$ cat src/rtl/frvp_spi_int_gen.sv
// rtl/frvp_spi_int_gen.sv - SPI interrupt generator: watermark/overflow sources, masking, hold-off
//
// Purpose:
//   Builds the SPI controller interrupt from the TX/RX FIFO watermark levels and
//   a sticky RX-overflow flag. It masks the result with the per-source enables and
//   rate-limits it with a hold-off gap. auto_out_0 is a flop output, so it is
//   glitch-free toward the interrupt crossing stage.
//
// Ports:
//   clock        in   block clock
//   reset        in   synchronous active-low reset
//   tx_count     in   TX FIFO occupancy (CNT_W, unsigned)
//   rx_count     in   RX FIFO occupancy (CNT_W, unsigned)
//   txmark       in   TX watermark (CNT_W, unsigned)
//   rxmark       in   RX watermark (CNT_W, unsigned)
//   ie_txwm      in   TX watermark source enable
//   ie_rxwm      in   RX watermark source enable
//   ie_rxovf     in   RX overflow source enable
//   rx_ovf_evt   in   pulse: RX push while FIFO full
//   clr_rxovf    in   pulse: write-1-to-clear of ip_rxovf
//   coal_cycles  in   minimum low gap after each deassertion (COAL_W)
//   ip_txwm      out  TX watermark pending (level)
//   ip_rxwm      out  RX watermark pending (level)
//   ip_rxovf     out  RX overflow pending (sticky)
//   auto_out_0   out  masked, coalesced interrupt

module frvp_spi_int_gen #(
  parameter int CNT_W  = 4,
  parameter int COAL_W = 8
) (
  input  logic              clock,
  input  logic              reset,
  input  logic [CNT_W-1:0]  tx_count,
  input  logic [CNT_W-1:0]  rx_count,
  input  logic [CNT_W-1:0]  txmark,
  input  logic [CNT_W-1:0]  rxmark,
  input  logic              ie_txwm,
  input  logic              ie_rxwm,
  input  logic              ie_rxovf,
  input  logic              rx_ovf_evt,
  input  logic              clr_rxovf,
  input  logic [COAL_W-1:0] coal_cycles,
  output logic              ip_txwm,
  output logic              ip_rxwm,
  output logic              ip_rxovf,
  output logic              auto_out_0
);

  typedef enum logic [1:0] {
    S_IDLE    = 2'd0,
    S_ASSERT  = 2'd1,
    S_HOLDOFF = 2'd2
  } state_t;

  state_t              r_state;
  state_t              w_state_nxt;
  logic [COAL_W-1:0]   r_cnt;
  logic [COAL_W-1:0]   w_cnt_nxt;
  logic                r_ip_txwm;
  logic                r_ip_rxwm;
  logic                r_ip_rxovf;
  logic                r_irq;
  logic                w_irq_nxt;
  logic                w_irq_req;

  assign w_irq_req = (r_ip_txwm  & ie_txwm)
                   | (r_ip_rxwm  & ie_rxwm)
                   | (r_ip_rxovf & ie_rxovf);

  // State register, pending bits and the registered interrupt output.
  always_ff @(posedge clock) begin
    if (!reset) begin
      r_state    <= S_IDLE;
      r_cnt      <= '0;
      r_ip_txwm  <= 1'b0;
      r_ip_rxwm  <= 1'b0;
      r_ip_rxovf <= 1'b0;
      r_irq      <= 1'b0;
    end else begin
      r_state    <= w_state_nxt;
      r_cnt      <= w_cnt_nxt;
      r_ip_txwm  <= (tx_count < txmark);
      r_ip_rxwm  <= (rx_count > rxmark);
      // A new overflow event beats a simultaneous clear so no event is lost.
      if (rx_ovf_evt) begin
        r_ip_rxovf <= 1'b1;
      end else if (clr_rxovf) begin
        r_ip_rxovf <= 1'b0;
      end
      r_irq      <= w_irq_nxt;
    end
  end

  // Next-state logic. coal_cycles is captured only when leaving ASSERT; the
  // hold-off ignores both irq_req and later coal_cycles changes.
  always_comb begin
    w_state_nxt = S_IDLE;
    w_cnt_nxt   = r_cnt;
    case (r_state)
      S_IDLE: begin
        w_state_nxt = w_irq_req ? S_ASSERT : S_IDLE;
      end
      S_ASSERT: begin
        if (w_irq_req) begin
          w_state_nxt = S_ASSERT;
        end else if (coal_cycles == '0) begin
          w_state_nxt = S_IDLE;
        end else begin
          w_state_nxt = S_HOLDOFF;
          w_cnt_nxt   = coal_cycles;
        end
      end
      S_HOLDOFF: begin
        // Exit on cnt==1 gives exactly coal_cycles HOLDOFF cycles; <= also
        // guards a zero count so the FSM can never stall here.
        if (r_cnt <= COAL_W'(1)) begin
          w_state_nxt = S_IDLE;
          w_cnt_nxt   = '0;
        end else begin
          w_state_nxt = S_HOLDOFF;
          w_cnt_nxt   = r_cnt - COAL_W'(1);
        end
      end
      default: begin
        w_state_nxt = S_IDLE;
        w_cnt_nxt   = '0;
      end
    endcase
  end

  // Output decode from the next state so auto_out_0 is a flop that is high
  // exactly while the state register holds ASSERT.
  always_comb begin
    w_irq_nxt = 1'b0;
    w_irq_nxt = (w_state_nxt == S_ASSERT);
  end

  assign ip_txwm    = r_ip_txwm;
  assign ip_rxwm    = r_ip_rxwm;
  assign ip_rxovf   = r_ip_rxovf;
  assign auto_out_0 = r_irq;

endmodule

$ cat config.mk
export PLATFORM = sky130hd
export DESIGN_NAME = frvp_spi_int_gen
export DESIGN_NICKNAME = d
export VERILOG_FILES = /design/src/rtl/frvp_spi_int_gen.sv
export SDC_FILE = /design/constraint.sdc
export NUM_CORES = 1
export LEC_CHECK = 0
export BUFFER_PORTS_ARGS = -buffer_cell sky130_fd_sc_hd__buf_2
export CORE_ASPECT_RATIO = 1.25
export CORE_MARGIN = 2
export CORE_UTILIZATION = 35
export DETAILED_ROUTE_END_ITERATION = 16
export PLACE_DENSITY = 0.67
export SYNTH_ARGS = -nofsm -noshare
export SYNTH_HDL_FRONTEND = slang
export SYNTH_SLANG_ARGS = --single-unit
$ cat constraint.sdc
create_clock -name clock -period 3.03 [get_ports clock]
set_clock_uncertainty 0.1 [all_clocks]
set_input_delay 0.4545 -clock clock [delete_from_list [all_inputs] [get_ports clock]]
set_output_delay 0.4545 -clock clock [all_outputs]
set_load 0.1 [all_outputs]
==> results.yml <==
status:
  status: "finished clean"
final_layout:
  final_layout_size_suffix_gt1_share_pct: 26.1
  num_antenna_cells: 0
  areaGrowthSynthToFinish_pct: 21.9
  most-common-layout-cells: "34 x sky130_fd_sc_hd__buf_2, 14 x sky130_fd_sc_hd__inv_1, 14 x sky130_fd_sc_hd__dfxtp_1, 13 x sky130_fd_sc_hd__ha_1, 12 x sky130_fd_sc_hd__nand2_1"
  layout.cells.most_common: "sky130_fd_sc_hd__buf_2"
  num-nets-final: 199
  number_of_filler_instances_in_the_final_layout: 277
floorplan:
  initial_core_util_pct: 36.9
  floorplan.die_area_um2: 3270
  placeableCoreArea_um2: 2680
  num_rows: 21
  dieHeight_um: 63.4
  ios: 35
  die_width_um: 51.5
clock_network:
  clock_tree.htree_level_count: 1
  post_cts_resize_count: 0
  tritoncts: "done"
  cts_max_path_buffers: 2
  post-cts-setup-buffer-count: 0
  clkTransAtPathRegs_ps: 80
  cts_sinks: 14
  root_buffer: "sky130_fd_sc_hd__clkbuf_4"
  cts_buffers: 3
  worstSkewPairLatency_ps: 270
  post_cts_hold_buffer_count: 0
grt:
  grt_pass1_wl_um: 3950
  globalRoute.totalOverflow: 0
  grt_pass1_vias: 969
  grt_antenna_before_repair: 0
  grt_max_degree: 12
  grt.total_usage_pct: 15.6
yosys:
  dominantRegCellSynth: "sky130_fd_sc_hd__dfxtp_1"
  synth.net_count: 163
  synth-edff-count: 0
  netlist-cell-type-count: 35
  synthesis.yosys.warnings: 0
  mapped_area_um2: 988
  yosys_register_bits: 14
  ys_async_sr_fraction_pct: 0
  synthesis.area_per_instance_um2: 8.31
  synth_sequential_area_ratio_pct: 28.4
  syn_inst: 119
routing:
  drt_iter0_markers: 38
  routed.top_layer: "met4"
  met1_length_um: 921
  drt-wirelength-per-cell_um: 12.1
  met2WireLength_um: 1150
  met3_routed_length_um: 187
  drt-pass1-iter-count: 4
  final_antenna_net_count: 0
  route.vias.total: 979
  post-route-drc-count: 0
  detail_route.vias_per_cell: 5.24
  wl_um: 2260
pwr:
  p_leak_nw: 0.576
  peakVddDrop_mv: 0.199
  power_density_nw_per_um2: 347
timing:
  period_share_pct: 65.6
  max_slew.worst_pin.slew_ps: 495
  report.final.setup_viol: 0
  finalHoldViolations: 0
  slew_headroom_pct: 67.0
  finalWorstPathRequiredPeriod_ps: 1990
  timing.final.ws_setup_ps: 1040
  totalNegativeSetupSlack_ps: 0
  final_max_slew_viol_count: 0
  grt_setup_unrepaired: "no"
  fmax_ghz: 0.503
placement:
  globalplace.congestion: 0.826
  number_of_port_buffers: 34
  pre_cts_slack_ps: 842
  place_hpwl_um: 1860
critical_path:
  worstSetupEndpointType: "flop"
  critPathKind: "reg2reg"
  crit_path_start_kind: "flop"
  critPathArrivalTime_ps: 2060
  crit_required_ps: 3100
  worstPathMaxFanout: 9
flow_run:
  drv.max_cap_violation_count: 0
worst_hold_path:
  worst_hold_class: "in2reg"
==> Yosys cell counts, types with 2 or more instances <==
cell | number | area (um2)
sky130_fd_sc_hd__dfxtp_1 | 14 | 280
sky130_fd_sc_hd__inv_1 | 14 | 52.6
sky130_fd_sc_hd__ha_1 | 13 | 163
sky130_fd_sc_hd__nand2_1 | 12 | 45.0
sky130_fd_sc_hd__nor2_1 | 7 | 26.3
sky130_fd_sc_hd__a22o_1 | 6 | 52.6
sky130_fd_sc_hd__a21oi_1 | 5 | 25.0
sky130_fd_sc_hd__nor3_1 | 5 | 25.0
sky130_fd_sc_hd__o21ai_0 | 5 | 25.0
sky130_fd_sc_hd__a21o_1 | 3 | 22.5
sky130_fd_sc_hd__nand2b_1 | 3 | 18.8
sky130_fd_sc_hd__nor2b_1 | 3 | 18.8
sky130_fd_sc_hd__a211oi_1 | 2 | 15.0
sky130_fd_sc_hd__clkbuf_1 | 2 | 7.51
sky130_fd_sc_hd__o21ai_1 | 2 | 10.0
sky130_fd_sc_hd__o31ai_1 | 2 | 15.0
sky130_fd_sc_hd__or3_1 | 2 | 12.5
sky130_fd_sc_hd__or4_1 | 2 | 15.0
==> per-layer routing <==
metal,GRT usage [%],vias up
li1,-,492
met1,18.3,436
met2,28.4,49
met3,2.84,2
met4,3.95,0
met5,0,-
==> power by group <==
| part | internal (mW) | switching, mW |
|---|---|---|
| Sequential | 0.191 | 0.00432 |
| Clock | 0.0460 | 0.0571 |
| Combinational | 0.0428 | 0.0767 |
==> flip-flops by register name, indices dropped and copies added (netlist names) <==
signal      flops
r_cnt           8
ip_txwm         1
ip_rxwm         1
r_state         2
auto_out_0      1
ip_rxovf        1
==> final timing paths <==
path	end	depth (start not counted)	from	slack, ps
worst max register to register	r_cnt[3]$_SDFFE_PN0P_	5	r_cnt[2]$_SDFFE_PN0P_	1040
worst min register to register	r_cnt[4]$_SDFFE_PN0P_	1	r_cnt[4]$_SDFFE_PN0P_	380
worst min-delay path	ip_rxovf$_SDFFE_PN0P_	2	rx_ovf_evt	290
worst max-delay path	r_cnt[3]$_SDFFE_PN0P_	5	r_cnt[2]$_SDFFE_PN0P_	1040
==> layout make-up <==
type	count	area, um2	share of cell area, %
clock buffers	3	22.5	1.87
multi-input cells	88	637	52.9
well taps	34	42.5	3.53
repair buffers	34	170	14.1
flip-flops and latches	14	280	23.3
inverters	14	52.6	4.36
==> worst max-delay path: stages, from the launching register on <==
cell and delay, ps:
sky130_fd_sc_hd__dfxtp_1 340, sky130_fd_sc_hd__or3_1 510, sky130_fd_sc_hd__o31ai_4 490, sky130_fd_sc_hd__a211oi_1 90, sky130_fd_sc_hd__a21o_1 180, sky130_fd_sc_hd__a22o_1 170
==> cell families after synthesis <==
| group | share of synthesized area, % |
|---|---|
| AND/OR/NAND/NOR | 22.9 |
| AO/OA/AOI/OAI | 23.2 |
| buffers and inverters | 7.22 |
| flip-flops | 28.4 |
| adder cells (fa/ha/maj) | 16.5 |
| XOR/XNOR | 0.886 |
| multiplexers | 1.01 |
==> stage by stage <==
step	total power [mW]	instances	area, um2	util [%]	hold WS, ps
finish	0.418	187	1200	45.0	288
floorplan	0.282	119	988	-	334
global route	0.441	187	1200	45.0	281
global placement	0.316	184	1180	44.1	352
CTS	0.422	187	1200	45.0	282
detailed placement	0.319	184	1180	44.1	354
No activity file was read; power rests on OpenSTA's default activity.
